## src/rtl/des_perm_pkg.sv

```systemverilog
// des_perm_pkg: shared definitions for the DES permutation pipeline.
//   mode_e       - per-beat operation select (FP, IP, bypass)
//   FP_COL_SRC   - FP index table (source bit per column of row 0)
//   fp_src       - source bit index feeding a given FP output bit
//   fp_perm      - DES final permutation of one 64-bit block
//   ip_perm      - DES initial permutation, built as the inverse of fp_perm
//   perm_lane    - applies the selected mode to one 64-bit block
package des_perm_pkg;

    typedef enum logic [1:0] {
        MODE_FP      = 2'b00,
        MODE_IP      = 2'b01,
        MODE_BYP     = 2'b10,
        MODE_BYP_ALT = 2'b11
    } mode_e;

    // Row r of the FP output (bits 63-8r down to 56-8r, MSB first) takes
    // source bits FP_COL_SRC[j] - r for columns j = 0..7.
    localparam logic [5:0] FP_COL_SRC [8] = '{
        6'd39, 6'd7, 6'd47, 6'd15, 6'd55, 6'd23, 6'd63, 6'd31
    };

    function automatic logic [5:0] fp_src(input int o);
        int r;
        int j;
        r = (63 - o) / 8;
        j = (63 - o) % 8;
        return FP_COL_SRC[j] - 6'(r);
    endfunction

    function automatic logic [63:0] fp_perm(input logic [63:0] x);
        logic [63:0] y;
        y = '0;
        for (int o = 0; o < 64; o++) begin
            y[o] = x[fp_src(o)];
        end
        return y;
    endfunction

    // Scattering through the same table inverts FP exactly.
    function automatic logic [63:0] ip_perm(input logic [63:0] x);
        logic [63:0] y;
        y = '0;
        for (int o = 0; o < 64; o++) begin
            y[fp_src(o)] = x[o];
        end
        return y;
    endfunction

    function automatic logic [63:0] perm_lane(input mode_e m, input logic [63:0] x);
        logic [63:0] y;
        case (m)
            MODE_FP: y = fp_perm(x);
            MODE_IP: y = ip_perm(x);
            default: y = x;
        endcase
        return y;
    endfunction

endpackage

```

## src/rtl/des_perm_stage.sv

```systemverilog
// des_perm_stage: one elastic register slot (data + tag + valid).
//   clk, rst           clock, synchronous active-high reset
//   i_valid / o_ready  upstream handshake (o_ready: slot can load this cycle)
//   i_data, i_tag      upstream payload
//   o_valid / i_ready  downstream handshake
//   o_data, o_tag      registered payload, held while o_valid && !i_ready
// Handshake: a transfer happens on a rising edge where valid && ready;
// valid never drops and payload never changes until that transfer.
module des_perm_stage
    import des_perm_pkg::*;
#(
    parameter int W     = 64,
    parameter int TAG_W = 4
) (
    input  logic             clk,
    input  logic             rst,
    input  logic             i_valid,
    output logic             o_ready,
    input  logic [W-1:0]     i_data,
    input  logic [TAG_W-1:0] i_tag,
    output logic             o_valid,
    input  logic             i_ready,
    output logic [W-1:0]     o_data,
    output logic [TAG_W-1:0] o_tag
);

    logic             r_valid;
    logic [W-1:0]     r_data;
    logic [TAG_W-1:0] r_tag;
    logic             w_load;

    // Load when empty or when the current occupant leaves this cycle.
    assign w_load  = !r_valid || i_ready;
    assign o_ready = w_load;

    always_ff @(posedge clk) begin
        if (rst) begin
            r_valid <= 1'b0;
            r_data  <= '0;
            r_tag   <= '0;
        end else if (w_load) begin
            r_valid <= i_valid;
            // Payload only moves with a real beat; bubbles leave it alone.
            if (i_valid) begin
                r_data <= i_data;
                r_tag  <= i_tag;
            end
        end
    end

    assign o_valid = r_valid;
    assign o_data  = r_data;
    assign o_tag   = r_tag;

endmodule

```

## src/rtl/des_perm_pipe.sv

```systemverilog
// des_perm_pipe: LANES-wide DES IP/FP/bypass permutation followed by a
// STAGES-deep elastic register chain, with a saturating block counter.
//   clk, rst              clock, synchronous active-high reset
//   in_valid/in_ready     input handshake; in_ready is 0 while rst is high
//   in_mode               00 FP, 01 IP, 10/11 bypass (applies to all lanes)
//   in_data, in_tag       lane k at bits [64k+63:64k]; tag rides along unchanged
//   out_valid/out_ready   output handshake
//   out_data, out_tag     permuted lanes and their tag
//   blk_count             64-bit blocks delivered, saturating at all ones
// Handshake: accept on in_valid && in_ready, deliver on out_valid && out_ready,
// both at the rising edge; out_* are held while out_valid && !out_ready.
module des_perm_pipe
    import des_perm_pkg::*;
#(
    parameter int LANES  = 1,
    parameter int STAGES = 2,
    parameter int TAG_W  = 4
) (
    input  logic                  clk,
    input  logic                  rst,
    input  logic                  in_valid,
    output logic                  in_ready,
    input  logic [1:0]            in_mode,
    input  logic [64*LANES-1:0]   in_data,
    input  logic [TAG_W-1:0]      in_tag,
    output logic                  out_valid,
    input  logic                  out_ready,
    output logic [64*LANES-1:0]   out_data,
    output logic [TAG_W-1:0]      out_tag,
    output logic [31:0]           blk_count
);

    localparam int W = 64 * LANES;

    mode_e            w_mode;
    logic [W-1:0]     w_perm;
    logic [STAGES:0]  w_valid;
    logic [STAGES:0]  w_ready;
    logic [W-1:0]     w_data [STAGES+1];
    logic [TAG_W-1:0] w_tag  [STAGES+1];
    logic [32:0]      w_blk_sum;
    logic [31:0]      r_blk_count;

    assign w_mode = mode_e'(in_mode);

    // Permutation sits in front of the first register; later stages just carry.
    for (genvar k = 0; k < LANES; k++) begin : g_lane
        assign w_perm[64*k +: 64] = perm_lane(w_mode, in_data[64*k +: 64]);
    end

    assign w_valid[0] = in_valid;
    assign w_data[0]  = w_perm;
    assign w_tag[0]   = in_tag;

    for (genvar s = 0; s < STAGES; s++) begin : g_stage
        des_perm_stage #(
            .W     (W),
            .TAG_W (TAG_W)
        ) u_stage (
            .clk     (clk),
            .rst     (rst),
            .i_valid (w_valid[s]),
            .o_ready (w_ready[s]),
            .i_data  (w_data[s]),
            .i_tag   (w_tag[s]),
            .o_valid (w_valid[s+1]),
            .i_ready (w_ready[s+1]),
            .o_data  (w_data[s+1]),
            .o_tag   (w_tag[s+1])
        );
    end

    assign w_ready[STAGES] = out_ready;
    assign in_ready        = w_ready[0] && !rst;
    assign out_valid       = w_valid[STAGES];
    assign out_data        = w_data[STAGES];
    assign out_tag         = w_tag[STAGES];

    // One extra bit catches the carry out, which selects saturation.
    assign w_blk_sum = {1'b0, r_blk_count} + 33'(LANES);

    always_ff @(posedge clk) begin
        if (rst) begin
            r_blk_count <= '0;
        end else if (out_valid && out_ready) begin
            r_blk_count <= w_blk_sum[32] ? 32'hFFFF_FFFF : w_blk_sum[31:0];
        end
    end

    assign blk_count = r_blk_count;

endmodule

```

## config.mk

```make
export PLATFORM = sky130hd
export DESIGN_NAME = des_perm_pipe
export DESIGN_NICKNAME = d
export VERILOG_FILES = /design/src/rtl/des_perm_pkg.sv /design/src/rtl/des_perm_stage.sv /design/src/rtl/des_perm_pipe.sv
export SDC_FILE = /design/constraint.sdc
export NUM_CORES = 1
export LEC_CHECK = 0
export BUFFER_PORTS_ARGS = -buffer_cell sky130_fd_sc_hd__buf_2
export CORE_ASPECT_RATIO = 0.8
export CORE_MARGIN = 2
export CORE_UTILIZATION = 50
export CTS_CLUSTER_DIAMETER = 120
export DETAILED_ROUTE_END_ITERATION = 16
export PLACE_DENSITY = 0.74
export SKIP_CTS_REPAIR_TIMING = 1
export SYNTH_ARGS = -nofsm -noshare
export SYNTH_HDL_FRONTEND = slang
export SYNTH_HIERARCHICAL = 1
export SYNTH_SLANG_ARGS = --single-unit
export TNS_END_PERCENT = 5
```

## constraint.sdc

```tcl
create_clock -name clk -period 1.6 [get_ports clk]
set_input_delay 0.08 -clock clk [delete_from_list [all_inputs] [get_ports clk]]
set_output_delay 0.08 -clock clk [all_outputs]
set_load 0.02 [all_outputs]
```

==> impl_metrics.tcl <==
set metrics [dict create \
    drive_above_1_share_pct 30.5 \
    root_buffer "clkbuf_16" \
    clk_latency_ns 0.43 \
    clkPwrFrac_pct 39.8 \
    finalHoldViolCount 0 \
    seq_power_share_pct 47.8 \
    synth_xor_area_share_pct 2.79 \
    initial_core_util_pct 51.0 \
    path_max_fanout 7 \
    worst_setup_path_end_kind "register" \
    worstSetupStartpoint "blk_count[0]$_SDFFE_PP0P_" \
    final_nets 1239 \
    htreeDepth 4 \
    setup_violations 24 \
    synth_top_family_by_area "compound AO/OA/AOI/OAI gates" \
    violations "negative setup slack" \
    cts_tree "done" \
    pin_count 176 \
    routed_wl_mm 23.1 \
    p_leak_nw 4.56 \
    fin_ws_ns -0.0893 \
    sw_frac_of_total_pct 26.5 \
    hp-class "input pin to register" \
    drt_iter0_markers 499 \
    final_cell_mix "buf_2 (170), a21oi_1 (166), nand3_1 (145)" \
    criticalPathCategory "register to register" \
    hpwl_mm 15.6 \
    synth-compound-area-share_pct 28.5 \
    synth_mux_area_share_pct 7.42 \
    path_clk_slew_ns 0.07 \
    dieArea_um2 18700 \
    synth_cell_types 38 \
    synthTopCellsByArea "dfxtp_1 (39%), a21bo_1 (11%), a21oi_1 (9.5%)" \
    cellPowerDensity_nw_per_um2 860 \
    worst_setup_path_start_kind "register" \
    core_area_um2 17300 \
    area_growth_syn_to_layout_pct 23.0 \
    p_comb_share_pct 12.4 \
    min_period_ns 1.69 \
    worst_pin_slew_ns 0.544 \
    post-route-drc-count 0 \
    slew_headroom_pct 63.8 \
    via_per_inst 5.53 \
    gr-total-overflow 0 \
    wire_per_inst_um 16.4 \
    layout_commonest_cell "buf_2" \
    die_y_um 123 \
    design_area_um2 10800 \
    slew_violations 0 \
    grt_pass1_vias 7044 \
    period_share_pct 106 \
    status "finished with violations" \
    cts_buffers 17 \
    max_freq_ghz 0.592 \
    ant_nets 0 \
    synth.top_cell.area_share_pct 38.7 \
    grt_use_total_pct 24.0 \
    dieWidth_um 152 \
    yosys_warnings 6 \
    io_buffer_count 175 \
    synth_fa_ha_area_share_pct 0.142 \
    synthCells 1009 \
    cp.arrival_ns 1.98 \
    synthesis.area_um2 8800 \
    dpl_cell_area_um2 10100 \
    syn-num-nets 1084 \
    synth-seq-cells 170 \
    r2r-start "blk_count[0]$_SDFFE_PP0P_" \
    synth_largest_area_cell "dfxtp_1" \
    grt_pass1_wl_mm 36.4 \
    total_power_mw 9.31 \
    fin_worst_skew_ns 0.0107 \
    grt_max_degree 97 \
    worstHoldStart "rst" \
    avgSynthCellArea_um2 8.72 \
    drtPass1Iterations 5 \
    rsz0062_at_grt "yes" \
    required_ns 1.89 \
    internal-power_mw 6.84 \
    drv_cap 0 \
    antenna_found_initial 1 \
    std_cell_rows 43 \
    ys_seq_area_share_pct 38.7 \
    cts.sinks 170 \
    vdd_ir_drop_max_v 0.000718 \
    switching_power_mw 2.47 \
    vias 7761 \
    yosys.area_share.simple_pct 15.7 \
    clk_path_buf_depth 2 \
    gp_congestion 0.880 \
]
power by group through the flow:
stage,Combinational [mW],Clock [mW],Sequential (mW)
6_report,1.15,3.71,4.45
2_1_floorplan,0.717,0,4.57
4_1_cts,1.13,3.79,4.45
3_5_place_dp,1.13,0,4.54
5_1_grt,1.26,3.97,4.47
3_3_place_gp,1.11,0,4.54
layout make-up:
cell class              instances  area, µm²
fillers                      1468       6440
multi-input cells             725       4890
flip-flops and latches        170       3460
repair buffers                244       1640
clock buffers                  17        425
well taps                     225        282
clock inverters                15        103
inverters                       6       22.5
diodes                          1       2.50
registers in the layout, indices dropped and copies added (netlist names):
register,count
blk_count,32
g_stage.u_stage/o_data,128
g_stage.u_stage/o_tag,8
g_stage.u_stage/o_valid,2
through the flow:
| stage | hold slack, ns | TNS [ns] | setup slack, ns | util (%) | instances |
|---|---|---|---|---|---|
| global route | 0.0546 | -2.95 | -0.168 | 62.7 | 1403 |
| detailed placement | 0.363 | -3.43 | -0.197 | 58.6 | 1356 |
| global placement | 0.345 | -1.92 | -0.0804 | 58.6 | 1356 |
| finish | 0.0529 | -0.698 | -0.0893 | 62.7 | 1403 |
| floorplan | 0.227 | -1.34 | -0.0875 | - | 1009 |
| CTS | -0.0974 | -4.01 | -0.209 | 61.7 | 1388 |
cell families (layout without fill, tap and decap cells):
group                    Yosys count  after routing
AO/OA/AOI/OAI                    365            365
AND/OR/NAND/NOR                  266            266
flip-flops                       170            170
buffers and inverters            114            282
multiplexers                      65             65
XOR/XNOR                          28             28
adder cells (fa/ha/maj)            1              1
other                              0              1
path summary, 6_finish.rpt:
check,end,slack (ns),cells after the start
max,blk_count[26]$_SDFFE_PP0P_,-0.09,8
min,blk_count[19]$_SDFFE_PP0P_,0.05,2
max reg2reg,blk_count[26]$_SDFFE_PP0P_,-0.09,8
min reg2reg,g_stage[1].u_stage/o_tag[3]$_SDFFE_PP0P_,0.46,2
synth_stat cells:
library cell	count
nor3_2	4
and4_2	1
or4_4	1
buf_2	39
o21ai_0	61
ha_1	1
nor4_2	1
nand3_2	2
nand3_1	145
buf_4	5
and3_1	5
nor2_2	1
a31oi_1	1
mux2i_1	63
clkbuf_1	49
nor4_1	3
nor3b_1	1
mux2_2	2
nand2b_4	2
inv_1	6
nor4_4	1
buf_6	14
a21bo_1	100
and2_1	1
xor2_1	7
nor4b_1	1
nor2b_1	1
nor2_1	8
xnor2_1	21
dfxtp_1	170
and4_1	4
a21oi_1	167
nand2_1	72
nand4_1	5
a21bo_2	36
buf_1	1
nand4_2	3
nor3_1	4
routing by layer:
| layer | up-vias | global-route usage, % | part of all wire (%) |
|---|---|---|---|
| met2 | 188 | 36.8 | 44 |
| met1 | 3638 | 32.7 | 48 |
| li1 | 3906 | - | - |
| met3 | 29 | 6.36 | 5.6 |
| met4 | 0 | 9.05 | 2.6 |
| met5 | - | 0 | 0 |
critical path, cell delays in order, from the launching register on:
cell and delay, ns:
dfxtp_4 0.36, ha_1 0.14, and3_4 0.19, nand4_4 0.17
buf_4 0.19, buf_4 0.13, nor3_2 0.16, xnor2_1 0.13
a21oi_1 0.08
No activity file was read; power rests on OpenSTA's default activity.
